## config.mk

```make
export PLATFORM = sky130hd
export DESIGN_NAME = vlan_lookup_forwarder_flat
export DESIGN_NICKNAME = d
export VERILOG_FILES = /design/src/rtl/vlan_lookup_forwarder_pkg.sv /design/src/rtl/vlan_lookup_forwarder_if.sv /design/src/rtl/vlan_lookup_forwarder_skid.sv /design/src/rtl/vlan_lookup_forwarder.sv /design/src/flat_wrapper.sv
export SDC_FILE = /design/constraint.sdc
export NUM_CORES = 1
export LEC_CHECK = 0
export BUFFER_PORTS_ARGS = -buffer_cell sky130_fd_sc_hd__buf_2
export CORE_MARGIN = 3
export CORE_UTILIZATION = 50
export DETAILED_ROUTE_END_ITERATION = 7
export GPL_ROUTABILITY_DRIVEN = 0
export GPL_TIMING_DRIVEN = 0
export PLACE_DENSITY = 0.76
export SYNTH_ARGS = -nofsm -noshare
export SYNTH_HDL_FRONTEND = slang
export SYNTH_SLANG_ARGS = --single-unit
```

## constraint.sdc

```tcl
create_clock -name clk -period 9.11 [get_ports clk]
set_input_delay 1.822 -clock clk [delete_from_list [all_inputs] [get_ports clk]]
set_output_delay 1.822 -clock clk [all_outputs]
set_load 0.02 [all_outputs]
```

## src/rtl/vlan_lookup_forwarder_pkg.sv

```systemverilog
// Shared widths, field offsets, FSM state type and beat struct for the VLAN lookup forwarder.
package pkt_fwd_pkg;

  localparam int unsigned AXIS_DATA_SIZE = 32;
  localparam int unsigned USER_SIZE      = 16;
  localparam int unsigned TBL_ADDR_SIZE  = 15;
  localparam int unsigned DATA_SIZE      = 32;
  localparam int unsigned DEST_SIZE      = 5;

  localparam int unsigned VLAN_MSB      = 15;
  localparam int unsigned VLAN_LSB      = 4;
  localparam int unsigned PORT_MSB      = 2;
  localparam int unsigned ENT_VALID_BIT = 31;
  localparam int unsigned ENT_DEST_MSB  = 4;

  typedef enum logic [1:0] {IDLE, LOOKUP, FWD, DROP} fwd_state_t;

  typedef struct packed {
    logic [AXIS_DATA_SIZE-1:0] tdata;
    logic [USER_SIZE-1:0]      tuser;
    logic                      tlast;
    logic [DEST_SIZE-1:0]      tdest;
  } axis_beat_t;

  // Table index is {port_id, vlan}.
  function automatic logic [TBL_ADDR_SIZE-1:0] tbl_index(input logic [USER_SIZE-1:0] tuser);
    return {tuser[PORT_MSB:0], tuser[VLAN_MSB:VLAN_LSB]};
  endfunction

endpackage

```

## src/rtl/vlan_lookup_forwarder_if.sv

```systemverilog
// AXI-Stream bundle used for both the ingress and egress sides of the forwarder.
interface vlan_lookup_forwarder_if;
  import pkt_fwd_pkg::*;

  logic                      tvalid;
  logic                      tready;
  logic [AXIS_DATA_SIZE-1:0] tdata;
  logic [USER_SIZE-1:0]      tuser;
  logic                      tlast;
  logic [DEST_SIZE-1:0]      tdest;

  modport master (output tvalid, tdata, tuser, tlast, tdest, input tready);
  modport slave  (input tvalid, tdata, tuser, tlast, tdest, output tready);

endinterface

```

## src/rtl/vlan_lookup_forwarder_skid.sv

```systemverilog
// Two-entry registered AXIS buffer; in_ready_o depends only on the occupancy register.
module axis_skid_buf
  import pkt_fwd_pkg::*;
(
  input  logic       clk,
  input  logic       reset,
  input  logic       in_valid_i,
  output logic       in_ready_o,
  input  axis_beat_t in_beat_i,
  output logic       out_valid_o,
  input  logic       out_ready_i,
  output axis_beat_t out_beat_o
);

  axis_beat_t mem_q [2];
  logic       wr_ptr_q, rd_ptr_q;
  logic [1:0] count_q, count_d;
  logic       push, pop;

  assign in_ready_o  = (count_q != 2'd2);
  assign out_valid_o = (count_q != 2'd0);
  assign out_beat_o  = mem_q[rd_ptr_q];
  assign push        = in_valid_i & in_ready_o;
  assign pop         = out_valid_o & out_ready_i;

  always_comb begin
    count_d = count_q;
    unique case ({push, pop})
      2'b10:   count_d = count_q + 2'd1;
      2'b01:   count_d = count_q - 2'd1;
      default: count_d = count_q;
    endcase
  end

  always_ff @(posedge clk) begin
    if (reset) begin
      mem_q[0] <= '0;
      mem_q[1] <= '0;
      wr_ptr_q <= 1'b0;
      rd_ptr_q <= 1'b0;
      count_q  <= 2'd0;
    end else begin
      if (push) begin
        mem_q[wr_ptr_q] <= in_beat_i;
        wr_ptr_q        <= ~wr_ptr_q;
      end
      if (pop) rd_ptr_q <= ~rd_ptr_q;
      count_q <= count_d;
    end
  end

endmodule

```

## src/rtl/vlan_lookup_forwarder.sv

```systemverilog
// Looks up {port_id, vlan} of each ingress packet and forwards it with an egress port or drops it.
module vlan_lookup_forwarder
  import pkt_fwd_pkg::*;
(
  input  logic                     clk,
  input  logic                     reset,
  vlan_lookup_forwarder_if.slave   s_axis,
  vlan_lookup_forwarder_if.master  m_axis,
  output logic                     tbl_rd_en,
  output logic [TBL_ADDR_SIZE-1:0] tbl_rd_addr,
  input  logic [DATA_SIZE-1:0]     tbl_rd_data,
  output logic [31:0]              fwd_pkt_cnt,
  output logic [31:0]              drop_pkt_cnt
);

  fwd_state_t           state_q;
  logic [DEST_SIZE-1:0] dest_q;
  logic [31:0]          fwd_cnt_q, drop_cnt_q;
  logic                 skid_ready, skid_in_valid, s_hs, pkt_end;
  axis_beat_t           in_beat, out_beat;

  assign s_axis.tready = (state_q == DROP) || ((state_q == FWD) && skid_ready);
  assign s_hs          = s_axis.tvalid & s_axis.tready;
  assign pkt_end       = s_hs & s_axis.tlast;
  assign skid_in_valid = (state_q == FWD) && s_axis.tvalid;

  // Only the first beat sees IDLE, so only it issues a table read.
  assign tbl_rd_en   = (state_q == IDLE) && s_axis.tvalid;
  assign tbl_rd_addr = tbl_index(s_axis.tuser);

  assign in_beat = '{tdata: s_axis.tdata, tuser: s_axis.tuser, tlast: s_axis.tlast, tdest: dest_q};

  assign fwd_pkt_cnt  = fwd_cnt_q;
  assign drop_pkt_cnt = drop_cnt_q;

  logic unused_bits;
  assign unused_bits = ^{tbl_rd_data[ENT_VALID_BIT-1:ENT_DEST_MSB+1], s_axis.tdest};

  always_ff @(posedge clk) begin
    if (reset) begin
      state_q    <= IDLE;
      dest_q     <= '0;
      fwd_cnt_q  <= '0;
      drop_cnt_q <= '0;
    end else begin
      unique case (state_q)
        IDLE: if (s_axis.tvalid) state_q <= LOOKUP;
        LOOKUP: begin
          if (tbl_rd_data[ENT_VALID_BIT]) begin
            dest_q  <= tbl_rd_data[ENT_DEST_MSB:0];
            state_q <= FWD;
          end else begin
            state_q <= DROP;
          end
        end
        FWD: if (pkt_end) begin
          if (fwd_cnt_q != '1) fwd_cnt_q <= fwd_cnt_q + 32'd1;
          state_q <= IDLE;
        end
        DROP: if (pkt_end) begin
          if (drop_cnt_q != '1) drop_cnt_q <= drop_cnt_q + 32'd1;
          state_q <= IDLE;
        end
        default: state_q <= IDLE;
      endcase
    end
  end

  axis_skid_buf u_skid (
    .clk         (clk),
    .reset       (reset),
    .in_valid_i  (skid_in_valid),
    .in_ready_o  (skid_ready),
    .in_beat_i   (in_beat),
    .out_valid_o (m_axis.tvalid),
    .out_ready_i (m_axis.tready),
    .out_beat_o  (out_beat)
  );

  assign m_axis.tdata = out_beat.tdata;
  assign m_axis.tuser = out_beat.tuser;
  assign m_axis.tlast = out_beat.tlast;
  assign m_axis.tdest = out_beat.tdest;

endmodule

```

## src/flat_wrapper.sv

```systemverilog
// flat-port wrapper written by rule: the top's interface ports become plain ports
module vlan_lookup_forwarder_flat import pkt_fwd_pkg::*;
  (clk, reset, tbl_rd_en, tbl_rd_addr, tbl_rd_data, fwd_pkt_cnt, drop_pkt_cnt, s_axis_tvalid, s_axis_tdata, s_axis_tuser, s_axis_tlast, s_axis_tdest, s_axis_tready, m_axis_tvalid, m_axis_tdata, m_axis_tuser, m_axis_tlast, m_axis_tdest, m_axis_tready);
  vlan_lookup_forwarder_if s_axis_i ();
  vlan_lookup_forwarder_if m_axis_i ();
  input  logic clk;
  input  logic reset;
  output logic tbl_rd_en;
  output logic [TBL_ADDR_SIZE-1:0] tbl_rd_addr;
  input  logic [DATA_SIZE-1:0] tbl_rd_data;
  output logic [31:0] fwd_pkt_cnt;
  output logic [31:0] drop_pkt_cnt;
  input wire logic [$bits(s_axis_i.tvalid)-1:0] s_axis_tvalid;
  input wire logic [$bits(s_axis_i.tdata)-1:0] s_axis_tdata;
  input wire logic [$bits(s_axis_i.tuser)-1:0] s_axis_tuser;
  input wire logic [$bits(s_axis_i.tlast)-1:0] s_axis_tlast;
  input wire logic [$bits(s_axis_i.tdest)-1:0] s_axis_tdest;
  output wire logic [$bits(s_axis_i.tready)-1:0] s_axis_tready;
  output wire logic [$bits(m_axis_i.tvalid)-1:0] m_axis_tvalid;
  output wire logic [$bits(m_axis_i.tdata)-1:0] m_axis_tdata;
  output wire logic [$bits(m_axis_i.tuser)-1:0] m_axis_tuser;
  output wire logic [$bits(m_axis_i.tlast)-1:0] m_axis_tlast;
  output wire logic [$bits(m_axis_i.tdest)-1:0] m_axis_tdest;
  input wire logic [$bits(m_axis_i.tready)-1:0] m_axis_tready;
  assign s_axis_i.tvalid = s_axis_tvalid;
  assign s_axis_i.tdata = s_axis_tdata;
  assign s_axis_i.tuser = s_axis_tuser;
  assign s_axis_i.tlast = s_axis_tlast;
  assign s_axis_i.tdest = s_axis_tdest;
  assign s_axis_tready = s_axis_i.tready;
  assign m_axis_tvalid = m_axis_i.tvalid;
  assign m_axis_tdata = m_axis_i.tdata;
  assign m_axis_tuser = m_axis_i.tuser;
  assign m_axis_tlast = m_axis_i.tlast;
  assign m_axis_tdest = m_axis_i.tdest;
  assign m_axis_i.tready = m_axis_tready;
  vlan_lookup_forwarder u_core (.clk(clk), .reset(reset), .s_axis(s_axis_i), .m_axis(m_axis_i), .tbl_rd_en(tbl_rd_en), .tbl_rd_addr(tbl_rd_addr), .tbl_rd_data(tbl_rd_data), .fwd_pkt_cnt(fwd_pkt_cnt), .drop_pkt_cnt(drop_pkt_cnt));
endmodule
```

# Yosys cells after proc, flatten, opt, wreduce, memory -nomap -nowiden
# Memories as Yosys holds them, arrays and structs flattened. A register that Yosys moved wholly into a read port is not among the register bits.
# Cells that the tools add are included.
dict set report totals {
  memories 1
  out_inout_bits 136
  regBits 75
  in_bits 90
  mem_bits_rw 108
  elab_cells 56
}
dict set report op_classes {
  reduce_logical 13
  n_mux 15
  eq_ne 10
  add_sub_neg 4
  bitwise 6
}
# name words width read_ports rd_clocked_by_memory_dff write_ports line
set memory_table {}
lappend memory_table {u_core.u_skid.mem_q 2 54 1 1 2 vlan_lookup_forwarder_skid.sv:15} ;# axis_beat_t mem_q [2];
# op n
set op_table {}
lappend op_table {{$add A32 B1 Y32 const B} 2}
lappend op_table {{$ne A32 B32 Y1 const B} 2}
lappend op_table {{$mux W54} 1}
lappend op_table {{$reduce_or A54 Y1} 1}
lappend op_table {{$mux W1} 10}
lappend op_table {{$eq A2 B2 Y1 const B} 3}
lappend op_table {{$pmux W2 S3} 1}
lappend op_table {{$reduce_and A3 Y1} 2}
lappend op_table {{$and A1 B1 Y1} 4}
lappend op_table {{$eq A2 B1 Y1 const B} 2}
lappend op_table {{$mux W2} 2}
lappend op_table {{$ne A2 B2 Y1 const B} 2}
lappend op_table {{$pmux W2 S2} 1}
lappend op_table {{$reduce_and A2 Y1} 2}
lappend op_table {{$reduce_bool A2 Y1} 2}
lappend op_table {{$logic_and A1 B1 Y1} 3}
lappend op_table {{$add A2 B1 Y2 const B} 1}
lappend op_table {{$logic_not A2 Y1} 1}
lappend op_table {{$ne A2 B1 Y1 const B} 1}
lappend op_table {{$not A1 Y1} 2}
lappend op_table {{$reduce_or A2 Y1} 1}
lappend op_table {{$sub A2 B1 Y2 const B} 1}
lappend op_table {{$logic_or A1 B1 Y1} 1}

# Depth between registers and ports, before layout
dict set report logic_depth {
  ltp_word 8
  mapped_depth 8
  ltp_nobuf 7
}

# By module
# A second synthesis with hierarchy kept.
dict set report unflattened {
  hier_cells 820
  hier_area_um2 8777.2
}
# mod cells_each instances seq_area_each_um2 area_per_inst_um2
set modules_own_cells {}
lappend modules_own_cells {axis_skid_buf 372 1 3343.2 4987.3}
lappend modules_own_cells {vlan_lookup_forwarder 448 1 1421.4 3789.9}

# Worst setup path before layout
# Ideal clock, no wire load.
dict set report synth_path {
  kind {input -> register}
  startpoint {in s_axis_tvalid}
  endpoint {mem u_core.u_skid.mem_q[0][0] (netlist bit) (enable)}
  path_buffers 0
  slack_ns 2.725
  stages 2
  setup_ns 0.541
  arrival_time_ns 5.844
  required_ns 8.569
  cell_sequence {nand3_1 > o21ai_0}
}
# element line
set synth_lines {}
lappend synth_lines {{from (decl)} flat_wrapper.sv:13} ;# input wire logic [$bits(s_axis_i.tvalid)-1:0] s_axis_tvalid;
lappend synth_lines {{to (decl)} vlan_lookup_forwarder_skid.sv:15}

# Worst setup path in the final report
dict set report layout_path {
  startpoint {in s_axis_tvalid}
  endpoint {out tbl_rd_en}
}
dict set report layout_between {
  elab_chain_cells 1
}
# element line
set layout_lines {}
lappend layout_lines {{$logic_and A1 B1 Y1} vlan_lookup_forwarder.sv:28} ;# assign tbl_rd_en = (state_q == IDLE) && s_axis.tvalid;
lappend layout_lines {{to (decl)} flat_wrapper.sv:8} ;# output logic tbl_rd_en;
# No other way between the ends.

==> results.cfg <==
[drt]
drc_errors = 0
first_pass_iters = 4
vias = 6653
avgRoutedWirePerCell_um = 16.3
ant_nets = 0
wirelength_mm = 19.7
via_per_inst = 5.48
drtIter0Drc = 394

[final_layout]
utilization_pct = 62.8
nFillCells = 1373
design.final.nets = 1072
synthToLayoutAreaGrowth_pct = 21.7
drive_above_1_share_pct = 33.5
fin_area_um2 = 10500

[sta]
hold_viol = 0
fmax_ghz = 0.241
rsz0062_at_grt = false
fin_crit_ps = 4140
setup-tns-final_ps = 0
slew-limit-headroom_pct = 19.2
worst_pin_slew_ps = 1200
finalMaxSlewViolations = 0
finalSetupViolCount = 0
skew_ps = 9.61
finalCritPeriodShare_pct = 45.5

[hold_path]
hold_path_class = reg2reg
min_path_cells = 2

[clock_tree]
h-tree-depth = 4
root_buffer = clkbuf_16
cts_buffers = 17
insertion_delay_ps = 430
cts_num_sinks = 184
cts_buffer_depth = 2
cts_setup_buffers = 0
cts_tree = done
cts_hold_buf = 0
cts_resized = 0
cts.clk_slew.worst_paths_ps = 60

[critical_path]
critical-path-max-stage-delay_ps = 180
worstSetupPathType = in2out
path_cells = buf_2, and2_1, buf_2
cp.arrival_ps = 2320
cp_num_buf_inv = 2
r2r_cells = 6
cpMostUsedCell = buf_2
crit_path_end_kind = output pin
slowest_stage = and2_1
critPathLaunchType = input port
cp.required_ps = 7290
worst-path-max-fanout = 6
critPathTopFamily = buffers and inverters
crit_cells = 3

[grt]
grt-ovfl-total = 0
grt_use_total_pct = 20.6
first_global_vias = 6106
grt_max_degree = 55
grt_pass1_wl_mm = 30.8
antenna_found_initial = 1

[outcome]
status = complete, no violations

[synthesis]
seq_area_frac_synth_pct = 55.1
synth_edf_count = 108
syn-cell-area_um2 = 8650
avgSynthCellArea_um2 = 11.3
synthCells = 764
ys.flop_type = edfxtp_1
yosysWarnings = 0
synth.distinct_cells = 50
ys_ff_latch = 184
syn_nets = 857
async_reset_ff_share_pct = 0

[floorplan]
start_util_pct = 51.6
chipHeight_um = 138
die_w_um = 138
core_um2 = 16800
pin_count = 226
dieArea_um2 = 18900
rows = 47

[placement]
io_buffers = 193
placed_cell_area_um2 = 9950
hpwl_mm = 13.7

[pwr]
leakage_uw = 0.00418
irDropWorstVdd_mv = 0.123
power_density_nw_per_um2 = 174
power_uw = 1830

[run]
max_cap_viol_count = 0
synthesized netlist by cell type (3+ instances only):
| cell | count | area share, % |
|---|---|---|
| mux2_2 | 62 | 8.1 |
| o2111ai_1 | 3 | 0.30 |
| a21oi_1 | 48 | 2.8 |
| buf_2 | 7 | 0.41 |
| mux2i_1 | 6 | 0.69 |
| buf_4 | 15 | 1.3 |
| ha_1 | 3 | 0.43 |
| edfxtp_1 | 108 | 38 |
| nor3_1 | 6 | 0.35 |
| and3_1 | 3 | 0.22 |
| dfxtp_1 | 76 | 18 |
| inv_1 | 9 | 0.39 |
| or4_1 | 25 | 2.2 |
| nor4_1 | 8 | 0.58 |
| o21ai_0 | 20 | 1.2 |
| and4_1 | 11 | 1.1 |
| nor2b_1 | 14 | 1.0 |
| nand4_1 | 23 | 1.7 |
| clkbuf_1 | 27 | 1.2 |
| xnor2_1 | 5 | 0.51 |
| nand2_1 | 31 | 1.3 |
| nor2_1 | 32 | 1.4 |
| or3_1 | 21 | 1.5 |
| mux2_4 | 4 | 0.69 |
| o41ai_1 | 4 | 0.41 |
| and2_1 | 115 | 8.3 |
| buf_1 | 6 | 0.26 |
| o31ai_1 | 24 | 2.1 |
| nand3_1 | 17 | 0.98 |
state kept, by name (all words and copies together) (netlist names), named ones only:
| signal | flops |
|---|---|
| u_core.u_skid.mem_q | 108 |
| u_core.drop_pkt_cnt | 32 |
| u_core.fwd_pkt_cnt | 32 |
| u_core.dest_q | 5 |
| u_core.state_q | 2 |
| u_core.u_skid.count_q | 2 |
| u_core.u_skid.rd_ptr_q | 1 |
| u_core.u_skid.wr_ptr_q | 1 |
kinds of logic after synthesis:
| group | share of synthesized area [%] |
|---|---|
| adder cells (fa/ha/maj) | 0.434 |
| buffers and inverters | 3.85 |
| flip-flops | 55.1 |
| XOR/XNOR | 0.709 |
| multiplexers | 9.46 |
| AO/OA/AOI/OAI | 7.38 |
| AND/OR/NAND/NOR | 23.1 |
metal layers:
layer	GRT usage (%)	wire length (um)
met1	27.6	8570
met3	4.27	1310
met2	33.9	9620
met4	5.88	203
met5	0	0
worst register-to-register path: stages, from the launching register on:
cell and delay, ps:
dfxtp_1 400, nor2b_1 130, nor2_1 100, nand3_1 230, nor3b_2 660, or2_2 550, buf_12 300
through the flow:
stage          cells  setup WS (ps)  hold slack (ps)
2_1_floorplan    764           2720              462
6_report        1213           4970              489
3_3_place_gp    1177            240              479
4_1_cts         1211           4970              495
5_1_grt         1213           4930              528
3_5_place_dp    1179           4540              486
final timing paths:
check                                                      startpoint                                       end  slack, ps
worst min-delay path             u_core.drop_pkt_cnt[30]$_SDFFE_PP0P_      u_core.drop_pkt_cnt[30]$_SDFFE_PP0P_        490
worst max-delay path                                    s_axis_tvalid                                 tbl_rd_en       4970
worst max register to register  u_core.u_skid.count_q[0]$_SDFFE_PP0P_  u_core.u_skid.mem_q[1][28]$_SDFFCE_PN0P_       6400
worst min register to register   u_core.drop_pkt_cnt[30]$_SDFFE_PP0P_      u_core.drop_pkt_cnt[30]$_SDFFE_PP0P_        490
where the power goes:
group / leakage, uW / internal [uW] / switching (uW)
Combinational: 0.00218 / 87.3 / 128
Clock: 0.000268 / 360 / 336
Sequential: 0.00173 / 908 / 9.24
area by class of cell:
cell class | instances | area, um^2 | area share (%)
multi-input combinational | 513 | 3560 | 33.8
clock buffer | 17 | 425 | 4.04
inverter | 9 | 33.8 | 0.321
tap | 220 | 275 | 2.62
antenna | 1 | 2.50 | 0.0238
clock inverter | 15 | 131 | 1.25
sequential | 184 | 4760 | 45.3
timing repair buffer | 196 | 1030 | 9.82
buffer | 58 | 299 | 2.84
placed cells by master, fill, tap and decap left out, drive strengths merged, types with 8 or more instances in the layout:
| master | synthesis | routed |
|---|---|---|
| o21ai | 21 | 21 |
| and4 | 11 | 11 |
| a21oi | 48 | 48 |
| nand4 | 25 | 25 |
| nand3 | 17 | 17 |
| nand2 | 31 | 31 |
| inv | 9 | 18 |
| buf | 30 | 226 |
| clkbuf | 28 | 45 |
| o31ai | 24 | 24 |
| nor3 | 8 | 8 |
| nor2 | 32 | 32 |
| and2 | 115 | 115 |
| nor2b | 14 | 14 |
| or3 | 21 | 21 |
| or4 | 27 | 27 |
| mux2 | 66 | 66 |
| nor4 | 10 | 10 |
| edfxtp | 108 | 108 |
| dfxtp | 76 | 76 |
(Power assumes the default switching activity.)
